==> src/rtl/sipo_deser.sv <==
// sipo_deser: serial-in/parallel-out deserializer feeding a PIPO register.
// Serial bits arrive under a valid/ready handshake and are packed into a
// WIDTH-bit word. The finished word sits in a separate output register with
// its own valid/ready handshake, so the shifter can collect the next word's
// bits while the current word waits to be taken.
//
//   state | meaning
//   IDLE  | no partial word held, bit_cnt == 0
//   SHIFT | collecting bits of a partial word
//   STALL | WIDTH-1 bits held, output full, final bit refused until drain
module sipo_deser #(
  parameter int WIDTH     = 4,
  parameter bit MSB_FIRST = 1'b1,
  localparam int CW       = $clog2(WIDTH)
) (
  input  logic             clk_i,
  input  logic             rst_ni,
  input  logic             clr_i,
  input  logic             si_i,
  input  logic             si_valid_i,
  output logic             si_ready_o,
  output logic [WIDTH-1:0] po_o,
  output logic             po_valid_o,
  input  logic             po_ready_i,
  output logic [CW-1:0]    bit_cnt_o,
  output logic             busy_o
);

  typedef enum logic [1:0] {
    IDLE  = 2'd0,
    SHIFT = 2'd1,
    STALL = 2'd2
  } state_t;

  localparam logic [CW-1:0] LAST = CW'(WIDTH - 1);

  state_t           state_q;
  logic [WIDTH-1:0] sr_q;
  logic [WIDTH-1:0] sr_d;
  logic [WIDTH-1:0] po_q;
  logic             po_valid_q;
  logic [CW-1:0]    bit_cnt_q;

  logic last_bit;
  logic out_blocked;
  logic acc;
  logic drain;
  logic complete;

  assign last_bit    = (bit_cnt_q == LAST);
  // The final bit may only enter when the output register can take the word.
  assign out_blocked = last_bit & po_valid_q & ~po_ready_i;
  assign si_ready_o  = (state_q != STALL) & ~out_blocked;
  assign acc         = si_valid_i & si_ready_o;
  assign drain       = po_valid_q & po_ready_i;
  assign complete    = acc & last_bit;

  // Shift register contents after accepting the current serial bit.
  always_comb begin
    sr_d = sr_q;
    if (MSB_FIRST) sr_d = {sr_q[WIDTH-2:0], si_i};
    else           sr_d = {si_i, sr_q[WIDTH-1:1]};
  end

  // Shifter, output word register and sequencing FSM.
  always_ff @(posedge clk_i or negedge rst_ni) begin
    if (!rst_ni) begin
      state_q    <= IDLE;
      sr_q       <= '0;
      po_q       <= '0;
      po_valid_q <= 1'b0;
      bit_cnt_q  <= '0;
    end else if (clr_i) begin
      // po keeps its last word; only the valid flag and partial word go.
      state_q    <= IDLE;
      sr_q       <= '0;
      po_valid_q <= 1'b0;
      bit_cnt_q  <= '0;
    end else begin
      if (acc) begin
        sr_q      <= sr_d;
        bit_cnt_q <= complete ? '0 : bit_cnt_q + 1'b1;
      end

      // A load in the same cycle as a drain keeps po_valid high.
      if (complete) begin
        po_q       <= sr_d;
        po_valid_q <= 1'b1;
      end else if (drain) begin
        po_valid_q <= 1'b0;
      end

      case (state_q)
        IDLE: begin
          if (acc) state_q <= SHIFT;
        end
        SHIFT: begin
          if (complete)                     state_q <= IDLE;
          else if (out_blocked & si_valid_i) state_q <= STALL;
        end
        STALL: begin
          if (drain) state_q <= SHIFT;
        end
        default: state_q <= IDLE;
      endcase
    end
  end

  assign po_o       = po_q;
  assign po_valid_o = po_valid_q;
  assign bit_cnt_o  = bit_cnt_q;
  assign busy_o     = (state_q != IDLE);

endmodule

==> config.mk <==
export PLATFORM = sky130hd
export DESIGN_NAME = sipo_deser
export DESIGN_NICKNAME = d
export VERILOG_FILES = /design/src/rtl/sipo_deser.sv
export SDC_FILE = /design/constraint.sdc
export NUM_CORES = 1
export LEC_CHECK = 0
export ABC_AREA = 1
export CAP_MARGIN = 20
export CORE_UTILIZATION = 36
export CTS_BUF_LIST = sky130_fd_sc_hd__clkbuf_2 sky130_fd_sc_hd__clkbuf_4 sky130_fd_sc_hd__clkbuf_8
export CTS_CLUSTER_SIZE = 28
export DETAILED_ROUTE_END_ITERATION = 7
export GPL_ROUTABILITY_DRIVEN = 0
export HOLD_SLACK_MARGIN = 0.06
export MAX_ROUTING_LAYER = met4
export PLACE_DENSITY = 0.71
export SETUP_SLACK_MARGIN = 0.4
export SYNTH_ARGS = -nofsm -noshare
export SYNTH_HDL_FRONTEND = slang
export SYNTH_SLANG_ARGS = --single-unit
export TNS_END_PERCENT = 20
==> constraint.sdc <==
create_clock -name clk_i -period 1.3 [get_ports clk_i]
set_input_delay 0.13 -clock clk_i [delete_from_list [all_inputs] [get_ports clk_i]]
set_output_delay 0.13 -clock clk_i [all_outputs]
set_load 0.1 [all_outputs]
After elaboration in Yosys (flattened, before gate mapping)

Index checks and enable logic that the tools add are counted.

Bits in registers: 12
Input bits: 6
Output and inout port bits: 9
Word-level logic and storage cells: 43

Add/sub/neg operators: 1
Equality and inequality tests: 7
Muxes and demuxes: 14
Bitwise operators: 10
Reductions and logical operators: 6

Operators by type and width:

| operator                                       | count |
|---|---|
| two-way mux 2 bit                              | 8 |
| bitwise AND 1 bit                              | 7 |
| two-way mux 3 bit                              | 2 |
| inequality test 3 bit (second input constant)  | 2 |
| case mux 2 bit (3 select lines)                | 1 |
| == test 2 bit (second input constant)          | 2 |
| inequality test 4 bit (second input constant)  | 1 |
| nonzero test 2 bit                             | 2 |
| two-way mux 1 bit                              | 3 |
| inverter 1 bit                                 | 3 |
| AND reduction 3 bit                            | 1 |
| nonzero test 3 bit                             | 1 |
| adder 2 x 1 -> 2 bit (second input constant)   | 1 |
| == test 2 x 1 -> 1 bit (second input constant) | 1 |
| logical NOT 2 bit                              | 1 |
| inequality test 2 bit (second input constant)  | 1 |
| AND reduction 2 bit                            | 1 |

Depth between registers and ports, before layout

Gate-level depths: netlist of the first run.

Depth in word-level cells: 10
Depth in mapped cells: 8
Mapped depth without buffers: 8

Worst setup path after synthesis of the first run

Ideal clock, no wire load.

Kind: flip-flop to flip-flop
Start: register bit_cnt_q[0] (netlist: bit_cnt_o[0])
End: register po_q[0] (netlist: po_o[0])
Setup time: 0.125 ns
Arrival time: 2.033 ns
Required time: 1.175 ns
Setup slack: -0.858 ns
Stages on the path, launching flop included: 7
Path buffers: 0
Period minus slack after synthesis: 2.158 ns
Path through: dfrtp_1 -> ha_1 -> nand3_4 -> and2_4 -> nand4_4 -> nand2_1 -> o21ai_1

Cells in the longest elaborated chain, start to end: 8

Ends and longest elaborated chain:

| element                              | line | RTL |
|---|---|---|
| start: declaration                   | 42   | `logic [CW-1:0] bit_cnt_q;` |
| start signal: assignment             | 82   | `bit_cnt_q <= complete ? '0 : bit_cnt_q + 1'b1;` |
| == test 2 bit                        | 50   | `assign last_bit = (bit_cnt_q == LAST);` |
| bitwise AND 1 bit (2 in series)      | 52   | `assign out_blocked = last_bit & po_valid_q & ~po_ready_i;` |
| inverter 1 bit                       | 53   | `assign si_ready_o = (state_q != STALL) & ~out_blocked;` |
| bitwise AND 1 bit                    | 53   |  |
| net si_ready_o                       | 21   | `output logic si_ready_o,` |
| bitwise AND 1 bit                    | 54   | `assign acc = si_valid_i & si_ready_o;` |
| bitwise AND 1 bit                    | 56   | `assign complete = acc & last_bit;` |
| AND reduction 2 bit (no source line) | --   |  |
| end signal: assignment               | 87   | `po_q <= sr_d;` |
| end: declaration                     | 40   | `logic [WIDTH-1:0] po_q;` |

The timed path passes the listed nets, and every way through them passes these cells.
A chain may end at the register's enable or synchronous reset.

Worst setup path after layout of the first run

Start: register bit_cnt_q[0] (netlist: bit_cnt_o[0])
End: output si_ready_o

Cells in the longest elaborated chain, start to end: 5

Ends and longest elaborated chain:

| element                         | line |
|---|---|
| == test 2 bit                   | 50 |
| bitwise AND 1 bit (2 in series) | 52 |
| inverter 1 bit                  | 53 |
| bitwise AND 1 bit               | 53 |
| end: declaration                | 21 |

No other way between the ends.

==> flow_metrics.tcl, run 1 <==
set metrics [dict create \
    yosys.cell_types.count 17 \
    htree_num_levels 1 \
    maxClockFrequency_ghz 0.6832 \
    std_cell_rows 14 \
    critical_path.cell_chain "ha_4 -> nand3_4 -> and2_4 -> buf_12" \
    start_util 0.3924 \
    critPathMaxStageDelay_ps 490 \
    cpMaxStageDelayCell "sky130_fd_sc_hd__dfrtp_4" \
    cts_tree "yes" \
    timing.critical_path.fanout_max 2 \
    worst-slew-pin-transition_ps 318.7 \
    worst-r2r-setup-slack_ps -120 \
    synth.avg_cell_area_um2 9.201 \
    r2r-start "bit_cnt_o[0]" \
    drt-initial-drc-count 5 \
    largest_net_degree_at_the_start_of_global_routing 13 \
    mappedNetlistNets 72 \
    core_um2 1524 \
    vias 528 \
    synthMuxAreaShare 0 \
    report.final.hold_viol_count 0 \
    drive_above_1_share 0.4222 \
    die-area_um2 1828 \
    wl_per_cell_um 12.86 \
    min_path_type "in -> async" \
    worstSetupStartpointType "flip-flop" \
    critical_path.endpoint_type "output port" \
    worst_r2r_endpoint "po_o[0]" \
    synth_top_family_by_area "simple AND/OR/NAND/NOR gates" \
    chipHeight_um 42.76 \
    reg2regPathDepth 7 \
    ioPinCount 15 \
    postSynthCellCount 65 \
    synth_area_um2 598.1 \
    groute.usage.overall 0.1751 \
    dr_vias_cell 4.981 \
    antenna_cells_inserted 0 \
    critPathBufInv 1 \
    setup_ws_ps -163.7 \
    cap_violations 0 \
    max_slew_margin 0.7869 \
    detailedPlacementHpwl_um 931.8 \
    synth-seq-area-share 0.5021 \
    total_leakage_power_nw 0.4489 \
    pwr_density_cell_nw_per_um2 2167 \
    syn_to_final_growth_pct 64.85 \
    clock_latency_on_the_worst_skew_pair_ps 270 \
    fin_skew_ps 0.9379 \
    grt_setup_unrepaired "true" \
    period_share 1.126 \
    port_buffers 14 \
    number_of_antenna_violations_at_the_first_check_in_global_routing 0 \
    drt_pre_antenna_iters 4 \
    tns_ps -674.3 \
    final_max_slew_viol_count 0 \
    required_ps 1170 \
    chipWidth_um 42.76 \
    time_the_worst_path_needs_with_i_o_delays_and_setup_ps 1464 \
    clock-sinks 12 \
    post-place-ws_ps -98.59 \
    critical_path_class "reg -> out" \
    timing.final.setup_violations 10 \
    critical-path-top-delay-family "flip-flops" \
    worst_setup_hold_path_clk_slew_ps 70 \
    gr-total-overflow 0 \
    synth_simple_gate_area_frac 0.3222 \
    synth_xor_xnor_area_share 0.01464 \
    ant_nets 0 \
    first_pass_grt_wire_length_mm 2.325 \
    violations "setup timing" \
    cts_hold_repair.buffers 0 \
    cts-root-to-sink-buffers 2 \
    yosys_warnings 0 \
    post_synth_fa_ha_maj_area_fraction 0.02092 \
    routed_wirelength_mm 1.363 \
    drc_violation_count_after_routing 0 \
    run_status "finished with violations" \
    nets 98 \
    first_global_vias 508 \
    worst-endpoint-arrival_ps 1330 \
    ys_seq_elements 12 \
    peakVddDrop_mv 1.415 \
    cts_buffers 3 \
    synth-compound-area-share 0.08368 \
    timing.hold.ws_ps 145.6 \
    clock_tree.root_cell "sky130_fd_sc_hd__clkbuf_4" \
]
==> sequential cells by signal, summed over array words and instances (netlist names) <==
signal / cells
bit_cnt_o: 2
po_o: 4
sr_q: 3
po_valid_o: 1
state_q: 2
==> what timing repair did <==
| item | 4_1_cts | 5_1_grt |
|---|---|---|
| gates cloned | 1 | 0 |
| resized for setup | 3 | 6 |
| hold endpoints to repair | 0 | 0 |
| buffers inserted | 2 | 0 |
| setup endpoints to repair | 21 | 21 |
| pin swaps | 3 | 1 |
==> final cells by class <==
| cell class | count | area [um^2] |
|---|---|---|
| fill | 119 | 538.0 |
| multi-input combinational | 45 | 311.5 |
| sequential | 12 | 309.0 |
| timing repair buffer | 20 | 275.3 |
| clock buffer | 4 | 36.28 |
| inverter | 9 | 33.78 |
| tap | 16 | 20.02 |
==> cells by family after synthesis <==
kind of cell / Yosys count
AOI/OAI and AO/OA: 10
xor gates and xnor gates: 1
adders and majority gates: 1
buffers and inverters: 9
DFF: 12
and+or+nand+nor: 32
==> synth_stat cells (all sizes together) <==
cell type	n	area [um^2]
dfrtp	12	300.3
or2	1	6.260
nand3	10	75.07
a21oi	1	5.000
ha	1	12.51
o21ai	9	45.04
nand4	3	33.78
inv	9	33.79
and2	1	8.760
xor2	1	8.760
nor2	4	15.01
nand2	13	53.80
==> per-layer routing <==
metal / routed length (um) / global-route usage / up-vias
li1: - / - / 271
met1: 615 / 0.2350 / 241
met2: 691 / 0.2727 / 14
met3: 36 / 0.01277 / 2
met4: 20 / 0.07500 / 0
met5: 0 / - / -
==> how the worst max path moves through the flow <==
| stage | endpoint | from | cells after the start | slack (ps) |
|---|---|---|---|---|
| 3_5_place_dp | po_o[0] | po_ready_i | 7 | -100 |
| 4_1_cts | si_ready_o | bit_cnt_o[0] | 4 | -150 |
| 2_1_floorplan | po_o[0] | bit_cnt_o[1] | 6 | -450 |
| 3_3_place_gp | po_o[3] | po_ready_i | 7 | -70 |
| 6_report | si_ready_o | bit_cnt_o[0] | 4 | -160 |
| 5_1_grt | si_ready_o | bit_cnt_o[1] | 4 | -220 |
==> worst reg2reg max path, cell delays in order (launching register included) <==
cell                      delay, ps
sky130_fd_sc_hd__dfrtp_4        490
sky130_fd_sc_hd__ha_4           180
sky130_fd_sc_hd__nand3_4         60
sky130_fd_sc_hd__and2_4         160
sky130_fd_sc_hd__buf_4          130
sky130_fd_sc_hd__nand4_4        120
sky130_fd_sc_hd__nand2_1         90
sky130_fd_sc_hd__o21ai_1         70
==> cell usage in the layout, fill, tap and decap left out <==
cell,synthesis,routed
sky130_fd_sc_hd__nand3_1,8,7
sky130_fd_sc_hd__nor2_2,0,1
sky130_fd_sc_hd__nand2_2,2,2
sky130_fd_sc_hd__nand4_1,2,2
sky130_fd_sc_hd__dfrtp_2,0,1
sky130_fd_sc_hd__or2_1,1,1
sky130_fd_sc_hd__nand4_4,1,1
sky130_fd_sc_hd__clkdlybuf4s50_1,0,5
sky130_fd_sc_hd__buf_12,0,9
sky130_fd_sc_hd__nand3_2,0,1
sky130_fd_sc_hd__clkbuf_8,0,1
sky130_fd_sc_hd__xor2_1,1,1
sky130_fd_sc_hd__inv_2,2,3
sky130_fd_sc_hd__o21ai_0,4,2
sky130_fd_sc_hd__nand3_4,2,2
sky130_fd_sc_hd__a21oi_1,1,1
sky130_fd_sc_hd__dfrtp_4,0,2
sky130_fd_sc_hd__o21ai_1,5,5
sky130_fd_sc_hd__nor2_1,4,3
sky130_fd_sc_hd__nand2_1,11,10
sky130_fd_sc_hd__nand4_2,0,1
sky130_fd_sc_hd__and2_4,1,1
sky130_fd_sc_hd__clkbuf_4,0,3
sky130_fd_sc_hd__inv_1,7,6
sky130_fd_sc_hd__buf_4,0,6
sky130_fd_sc_hd__o21ai_2,0,2
sky130_fd_sc_hd__ha_4,0,1
sky130_fd_sc_hd__dfrtp_1,12,9
sky130_fd_sc_hd__nand2_4,0,1
==> power by group <==
group	total [mW]	switching [mW]	internal, mW
Combinational	1.30	0.836	0.464
Clock	0.292	0.122	0.170
Sequential	0.543	0.0815	0.461
Total	2.14	1.04	1.10
==> per-stage QoR <==
step	util	cells	power, mW	area (um^2)
3_3_place_gp	0.5903	99	1.761	899.6
3_5_place_dp	0.5903	99	1.775	899.6
6_report	0.6470	106	2.136	985.9
2_1_floorplan	-	65	1.318	619.3
5_1_grt	0.6470	106	2.233	985.9
4_1_cts	0.6371	106	2.116	970.9
No activity file was read; power rests on OpenSTA's default activity.
==> run 2, diff against run 1 <==
--- a/config.mk
+++ b/config.mk
@@ -15,6 +15,7 @@
 export HOLD_SLACK_MARGIN = 0.06
 export MAX_ROUTING_LAYER = met4
 export PLACE_DENSITY = 0.71
+export REMOVE_ABC_BUFFERS = 1
 export SETUP_SLACK_MARGIN = 0.4
 export SYNTH_ARGS = -nofsm -noshare
 export SYNTH_HDL_FRONTEND = slang
==> flow_metrics.tcl, run 2 (synthesis gave the netlist of run 1 again) <==
set metrics [dict create \
    placed_cells_incl_taps 99 \
    chipHeight_um 42.76 \
    first_global_vias 546 \
    wl_per_cell_um 12.46 \
    reg2regPathDepth 6 \
    htree_num_levels 1 \
    detailroute.wirelength.met2_um 693 \
    met3_wirelength_um 64 \
    largest_net_degree_at_the_start_of_global_routing 12 \
    ant_nets 0 \
    setup_ws_ps -110.7 \
    pwr_density_cell_nw_per_um2 2124 \
    clock_latency_on_the_worst_skew_pair_ps 270 \
    drt_pre_antenna_iters 4 \
    max_slew_margin 0.7777 \
    std_cell_rows 14 \
    critPathLaunch "bit_cnt_o[0]" \
    largest_register_ffs 4 \
    clock-sinks 12 \
    core_um2 1524 \
    required_ps 1170 \
    final_cell_mix "11 x sky130_fd_sc_hd__dfrtp_1, 10 x sky130_fd_sc_hd__nand2_1, 9 x sky130_fd_sc_hd__buf_12, 8 x sky130_fd_sc_hd__buf_4" \
    vias 543 \
    maxClockFrequency_ghz 0.7089 \
    final_cell_count_no_fill 110 \
    most_common_cell_after_layout_fill_and_taps_aside "sky130_fd_sc_hd__dfrtp_1" \
    drt-initial-drc-count 2 \
    cts-root-to-sink-buffers 2 \
    min_path_type "in -> async" \
    gr-total-overflow 0 \
    drive_above_1_share 0.4043 \
    fin_skew_ps 6.520 \
    worstSetupStartpointType "flip-flop" \
    cts_hold_repair.buffers 0 \
    timing.critical_path.fanout_max 2 \
    worst-slew-pin-transition_ps 332.4 \
    clock_tree.root_cell "sky130_fd_sc_hd__clkbuf_4" \
    report.final.hold_viol_count 0 \
    time_the_worst_path_needs_with_i_o_delays_and_setup_ps 1411 \
    first_pass_grt_wire_length_mm 2.201 \
    ioPinCount 15 \
    worst_setup_hold_path_clk_slew_ps 80 \
    nets 102 \
    post-place-ws_ps -79.57 \
    worst_r2r_endpoint "po_o[2]" \
    period_share 1.085 \
    grt_setup_unrepaired "true" \
    routedLengthMet1_um 603 \
    final_max_slew_viol_count 0 \
    port_buffers 14 \
    report.power.total_mw 2.142 \
    detailedPlacementHpwl_um 920 \
    syn_to_final_growth_pct 68.62 \
    finalCoreUtilization 0.6617 \
    total_leakage_power_nw 0.4733 \
    drc_violation_count_after_routing 0 \
    r2r-start "bit_cnt_o[0]" \
    placed_area_um2 878.3 \
    chipWidth_um 42.76 \
    stdcell_area_um2 1008 \
    run_status "finished with violations" \
    cap_violations 0 \
    antenna_cells_inserted 0 \
    worst-endpoint-arrival_ps 1280 \
    start_util 0.3924 \
    cts_buffers 3 \
    groute.usage.overall 0.1622 \
    timing.final.setup_violations 7 \
    cts_tree "yes" \
    route.top_layer_used "met4" \
    number_of_antenna_violations_at_the_first_check_in_global_routing 0 \
    violations "setup timing" \
    die-area_um2 1828 \
    critical_path_class "reg -> out" \
    dr_vias_cell 4.936 \
    num-fill-cells 118 \
    worst-r2r-setup-slack_ps -40 \
    peakVddDrop_mv 1.212 \
    routed_wirelength_mm 1.371 \
    end_point_of_the_critical_path "si_ready_o" \
    critical_path.endpoint_type "output port" \
]
==> run 2: cell types whose count changed in the layout (fill, tap and decap cells not counted) <==
| cell | change |
|---|---|
| sky130_fd_sc_hd__buf_4 | +2 |
| sky130_fd_sc_hd__dfrtp_4 | -2 |
| sky130_fd_sc_hd__buf_6 | +2 |
| sky130_fd_sc_hd__o21ai_2 | -2 |
| sky130_fd_sc_hd__o21ai_1 | +2 |
| sky130_fd_sc_hd__dfrtp_1 | +2 |
==> run 2: metrics by stage <==
stage / TNS [ps] / hold WS, ps
after floorplan: -8988 / -165.6
after global placement: -146.8 / 378.2
after detailed placement: -330.0 / 379.1
after CTS: -186.9 / 85.53
after global routing: -826.4 / 107.3
final: -315.0 / 84.90
==> run 2: worst min path at each step <==
stage	end	cells past startpoint
floorplan	bit_cnt_o[0]	0
global placement	po_o[1]	1
detailed placement	po_o[1]	1
CTS	po_o[1]	1
global route	po_o[1]	1
finish	po_o[1]	1
==> run 2: power breakdown <==
group	switching [mW]	leakage, nW	internal [mW]
registers	0.0824	0.160	0.452
clock network	0.123	0.0210	0.170
logic	0.826	0.292	0.488
==> run 2: layer usage <==
metal / up-vias / GRT usage
met5: - / -
met2: 20 / 0.2758
met3: 2 / 0.02128
met1: 244 / 0.1831
li1: 277 / -
met4: 0 / 0.08750
==> run 2: repair_timing <==
action	4_1_cts	5_1_grt
pin swaps	5	7
gates resized for setup	5	7
endpoints found under the hold margin	0	0
endpoints found under the setup margin	21	21
gates cloned	1	0
setup buffers	4	2
==> run 2: area by class of cell <==
type	instances	area [um^2]	area share
Sequential cell	12	301.5	0.2990
Timing Repair Buffer	24	312.8	0.3102
Inverter	9	33.78	0.03350
Tap cell	16	20.02	0.01985
Clock buffer	4	36.28	0.03598
Multi-Input combinational cell	45	304.0	0.3015
==> run 2: critical path, stage by stage, from the launching register on <==
cell and delay (ps):
sky130_fd_sc_hd__dfrtp_1 420, sky130_fd_sc_hd__ha_4 180, sky130_fd_sc_hd__nand3_4 70, sky130_fd_sc_hd__and2_4 160, sky130_fd_sc_hd__buf_12 170
==> run 3, diff against run 2 <==
--- a/config.mk
+++ b/config.mk
@@ -14,7 +14,7 @@
 export GPL_ROUTABILITY_DRIVEN = 0
 export HOLD_SLACK_MARGIN = 0.06
 export MAX_ROUTING_LAYER = met4
-export PLACE_DENSITY = 0.71
+export PLACE_DENSITY = 0.69
 export REMOVE_ABC_BUFFERS = 1
 export SETUP_SLACK_MARGIN = 0.4
 export SYNTH_ARGS = -nofsm -noshare
==> constraint.sdc (replaced) <==
create_clock -name clk_i -period 1.65 [get_ports clk_i]
set_input_delay 0.165 -clock clk_i [delete_from_list [all_inputs] [get_ports clk_i]]
set_output_delay 0.165 -clock clk_i [all_outputs]
set_load 0.1 [all_outputs]
==> flow_metrics.tcl, run 3 (synthesis gave the netlist of run 1 again) <==
set metrics [dict create \
    core_um2 1524 \
    nets 97 \
    drt_pre_antenna_iters 4 \
    cts_buffers 3 \
    htree_num_levels 1 \
    time_the_worst_path_needs_with_i_o_delays_and_setup_ps 1426 \
    critical_path_class "reg -> out" \
    placed_area_um2 848.3 \
    worst_setup_hold_path_clk_slew_ps 70 \
    drive_above_1_share 0.3523 \
    met3_wirelength_um 60 \
    worst-endpoint-arrival_ps 1260 \
    report.power.total_mw 1.582 \
    critPathMaxStageDelay_ps 430 \
    fin_skew_ps 2.373 \
    port_buffers 14 \
    critical_path.endpoint_type "output port" \
    timing.final.setup_violations 0 \
    r2r-start "bit_cnt_o[0]" \
    num-fill-cells 123 \
    final_max_slew_viol_count 0 \
    chipWidth_um 42.76 \
    largest_register_ffs 4 \
    final_cell_mix "10 x sky130_fd_sc_hd__nand2_1, 10 x sky130_fd_sc_hd__dfrtp_1, 9 x sky130_fd_sc_hd__buf_12, 8 x sky130_fd_sc_hd__nand3_1, 7 x sky130_fd_sc_hd__inv_1" \
    detailedPlacementHpwl_um 870.8 \
    cpMaxStageDelayCell "sky130_fd_sc_hd__dfrtp_2" \
    syn_to_final_growth_pct 59.00 \
    timing.critical_path.fanout_max 2 \
    required_ps 1480 \
    min_path_type "in -> async" \
    critPathBufInv 1 \
    vias 529 \
    maxClockFrequency_ghz 0.7012 \
    layout.area.seq_um2 302.8 \
    period_share 0.8644 \
    clock_latency_on_the_worst_skew_pair_ps 260 \
    total_leakage_power_nw 0.4249 \
    antenna_cells_inserted 0 \
    largest_net_degree_at_the_start_of_global_routing 13 \
    chipHeight_um 42.76 \
    reg2regPathDepth 7 \
    first_global_vias 505 \
    drc_violation_count_after_routing 0 \
    ioPinCount 15 \
    detailroute.wirelength.met2_um 692 \
    critical-path-top-delay-family "flip-flops" \
    worstSetupStartpointType "flip-flop" \
    critical_path.cell_chain "ha_4 -> nand3_4 -> and2_4 -> buf_12" \
    post-place-ws_ps 185.7 \
    clock-sinks 12 \
    run_status "finished, final reports clean" \
    routed_wirelength_mm 1.337 \
    finalCoreUtilization 0.6240 \
    drt-initial-drc-count 9 \
    max_slew_margin 0.6608 \
    worst-slew-pin-transition_ps 507.2 \
    area_taken_by_multi_input_logic_gates_um2 304.0 \
    dr_vias_cell 5.087 \
    std_cell_rows 14 \
    gr-total-overflow 0 \
    ant_nets 0 \
    peakVddDrop_mv 0.6768 \
    cts_hold_repair.buffers 0 \
    cts_tree "yes" \
    report.final.hold_viol_count 0 \
    setup_ws_ps 223.8 \
    cts-root-to-sink-buffers 2 \
    first_pass_grt_wire_length_mm 2.166 \
    route.top_layer_used "met4" \
    clock_tree.root_cell "sky130_fd_sc_hd__clkbuf_4" \
    die-area_um2 1828 \
    wl_per_cell_um 12.86 \
    grt_setup_unrepaired "true" \
    groute.usage.overall 0.1658 \
    worst_r2r_endpoint "po_o[1]" \
    timing.hold.ws_ps 238.0 \
    routedLengthMet1_um 575 \
    pwr_density_cell_nw_per_um2 1664 \
    number_of_antenna_violations_at_the_first_check_in_global_routing 0 \
    worst-r2r-setup-slack_ps 310 \
    start_util 0.3924 \
    stdcell_area_um2 950.9 \
    cap_violations 0 \
]
## run 3: cell types whose count changed in the layout (fill, tap and decap cells not counted), moves of 2 or more
cell                      before  now
sky130_fd_sc_hd__buf_4         8    5
sky130_fd_sc_hd__buf_6         2    0
sky130_fd_sc_hd__o21ai_1       7    4
sky130_fd_sc_hd__o21ai_0       2    4
## run 3: timing repair
| action | 4_1_cts | 5_1_grt |
|---|---|---|
| gates resized for setup | 4 | 3 |
| setup endpoints to repair | 13 | 14 |
| buffers inserted | 5 | 0 |
| gates cloned | 1 | 0 |
| pin swaps | 1 | 1 |
## run 3: per-layer routing
metal  up-vias  global-route usage
met4         0              0.1188
met2        15              0.2515
met1       244              0.2016
met3         2             0.02128
li1        268                   -
met5         -                   -
## run 3: worst max path at each step
stage	start	end	slack, ps	cells after the start
6_report	bit_cnt_o[0]	si_ready_o	220	4
5_1_grt	bit_cnt_o[1]	si_ready_o	180	4
4_1_cts	bit_cnt_o[1]	si_ready_o	220	4
3_5_place_dp	bit_cnt_o[0]	po_o[1]	190	6
3_3_place_gp	bit_cnt_o[0]	po_o[3]	230	6
2_1_floorplan	bit_cnt_o[0]	po_o[0]	-510	6
## run 3: cell type report
type,instances,share of cell area
Multi-Input combinational cell,45,0.3197
Clock buffer,3,0.02368
Inverter,9,0.03553
Timing Repair Buffer,19,0.2816
Sequential cell,12,0.3184
Tap cell,16,0.02105
## run 3: stage by stage
step,TNS (ps),cells
finish,0,104
CTS,0,104
global placement,0,95
detailed placement,0,95
global route,0,104
floorplan,-4473,65
## run 3: power breakdown
group	internal, mW	switching, mW	total (mW)
Clock	0.0843	0.0848	0.169
Sequential	0.358	0.0587	0.417
Combinational	0.356	0.640	0.996
==> edit: new RTL, settings of run 1 <==
Set the parameter `WIDTH` to 8 (it was 4).
--- a/src/rtl/sipo_deser.sv
+++ b/src/rtl/sipo_deser.sv
@@ -9,7 +9,7 @@
 //   SHIFT | collecting bits of a partial word
 //   STALL | WIDTH-1 bits held, output full, final bit refused until drain
 module sipo_deser #(
-  parameter int WIDTH     = 4,
+  parameter int WIDTH     = 8,
   parameter bit MSB_FIRST = 1'b1,
   localparam int CW       = $clog2(WIDTH)
 ) (
Ports: changed (resized bit_cnt_o and po_o); port bits go from 15 to 20. No check against the original RTL was run, so the function may have changed too.
==> edit against run 1 <==
The run still ends with negative setup slack left; sequential share of layout area grew 2.1 points; first-iteration DRC count grew 80%; routed wire length grew 73%; power shrank 0.58%; design area grew 63%; worst setup slack lost 280 ps; sequential cell count grew 9; area after synthesis grew 62%; critical endpoint unchanged; largest cell class is now flip-flops and latches.
==> edit: results (changes against run 1) <==
Status:
- Status: finished, violations left (unchanged).
- Violated checks: negative setup slack (unchanged).

STA:
- The maximum clock skew at final layout is 6.07 ps (was 0.938 ps).
- The worst hold slack across all endpoints was 144 ps (was 146 ps).
- The final worst slack is -446 ps (was -164 ps).
- The total of endpoints with negative setup slack in the final report was 22 (was 10).

Power:
- The internal power component is 1.23 mW (was 1.10 mW).
- The overall power was 2.12 mW (was 2.14 mW).

Layout:
- The layout net count was 145 (was 98).
- The layout filler cell count was 179 (was 119).
- The non-filler instance count after layout was 166 (was 106).

Routing:
- The average vias per placed instance is 4.98 (about the same).
- The routed wire length was 2360 µm (was 1360 µm).
- The met2 routed wirelength is 1310 µm (was 691 µm).
- The detailed-routing wirelength on met1 is 957 µm (was 615 µm).
- The routed wire length on met3 is 76 µm (was 36 µm).

Placed design:
- The placement-stage cell area came to 0.00147 mm² (was 900 µm²).
- The number of cells after detailed placement is 159 (was 99).

Synthesis:
- The number of library cell types mapped by synthesis came to 21 (was 17).
- The post-synthesis adder-cell area fraction came to 0.0259 (was 0.0209).
- The instance count of the mapped netlist is 98 (was 65).
- The complex-gate fraction of the synthesized area was 0.115 (was 0.0837).
- The parity-gate share of the synthesized area counting xor and xnor cells was 0 (was 0.0146).
- Ranking of synthesized cells by instance count: dfrtp_1 (21), nand2_1 (21), inv_1 (13) (was dfrtp_1 (12), nand2_1 (11), nand3_1 (8)).

Clocking:
- The clock edge transition at the registers on the reported setup and hold paths was 120 ps (was 70 ps).

Setup path:
- The internal reg-to-reg setup slack is -410 ps (was -120 ps).
- The cell depth of the worst flop-to-flop path came to 9 (was 7).
- The arrival time reported for the critical path endpoint is 1620 ps (was 1330 ps).
- The worst flop-to-flop path startpoint is bit_cnt_o[1] (was bit_cnt_o[0]).

Global routing:
- The met2 track demand over resource in global routing was 0.368 (was 0.273).
- The number of global-route vias before repair is 893 (was 508).
- The met3 global-route usage is 0.0508 (was 0.0128).
==> edit: final cells by class <==
cell class,instances,area share
Multi-Input combinational cell,59,0.273
Tap cell,30,0.0234
Timing Repair Buffer,37,0.312
Inverter,15,0.0397
Clock inverter,1,0.00467
Sequential cell,21,0.334
Clock buffer,3,0.0140
==> edit: worst max-delay path: cells and delay by family, from the launching register on <==
kind / cells / cell delay (ps)
flops: 1 / 510
fa+ha+maj: 2 / 330
buf+inv: 2 / 250
simple gates: 2 / 200
==> edit: how the worst max path moves through the flow <==
stage | from | endpoint | slack, ps | depth (start not counted)
global placement | bit_cnt_o[1] | sr_q[3] | -220 | 8
detailed placement | bit_cnt_o[1] | po_o[5] | -250 | 8
CTS | bit_cnt_o[0] | si_ready_o | -460 | 6
global route | bit_cnt_o[1] | si_ready_o | -500 | 6
finish | bit_cnt_o[1] | si_ready_o | -450 | 6
floorplan | bit_cnt_o[1] | po_o[6] | -540 | 10
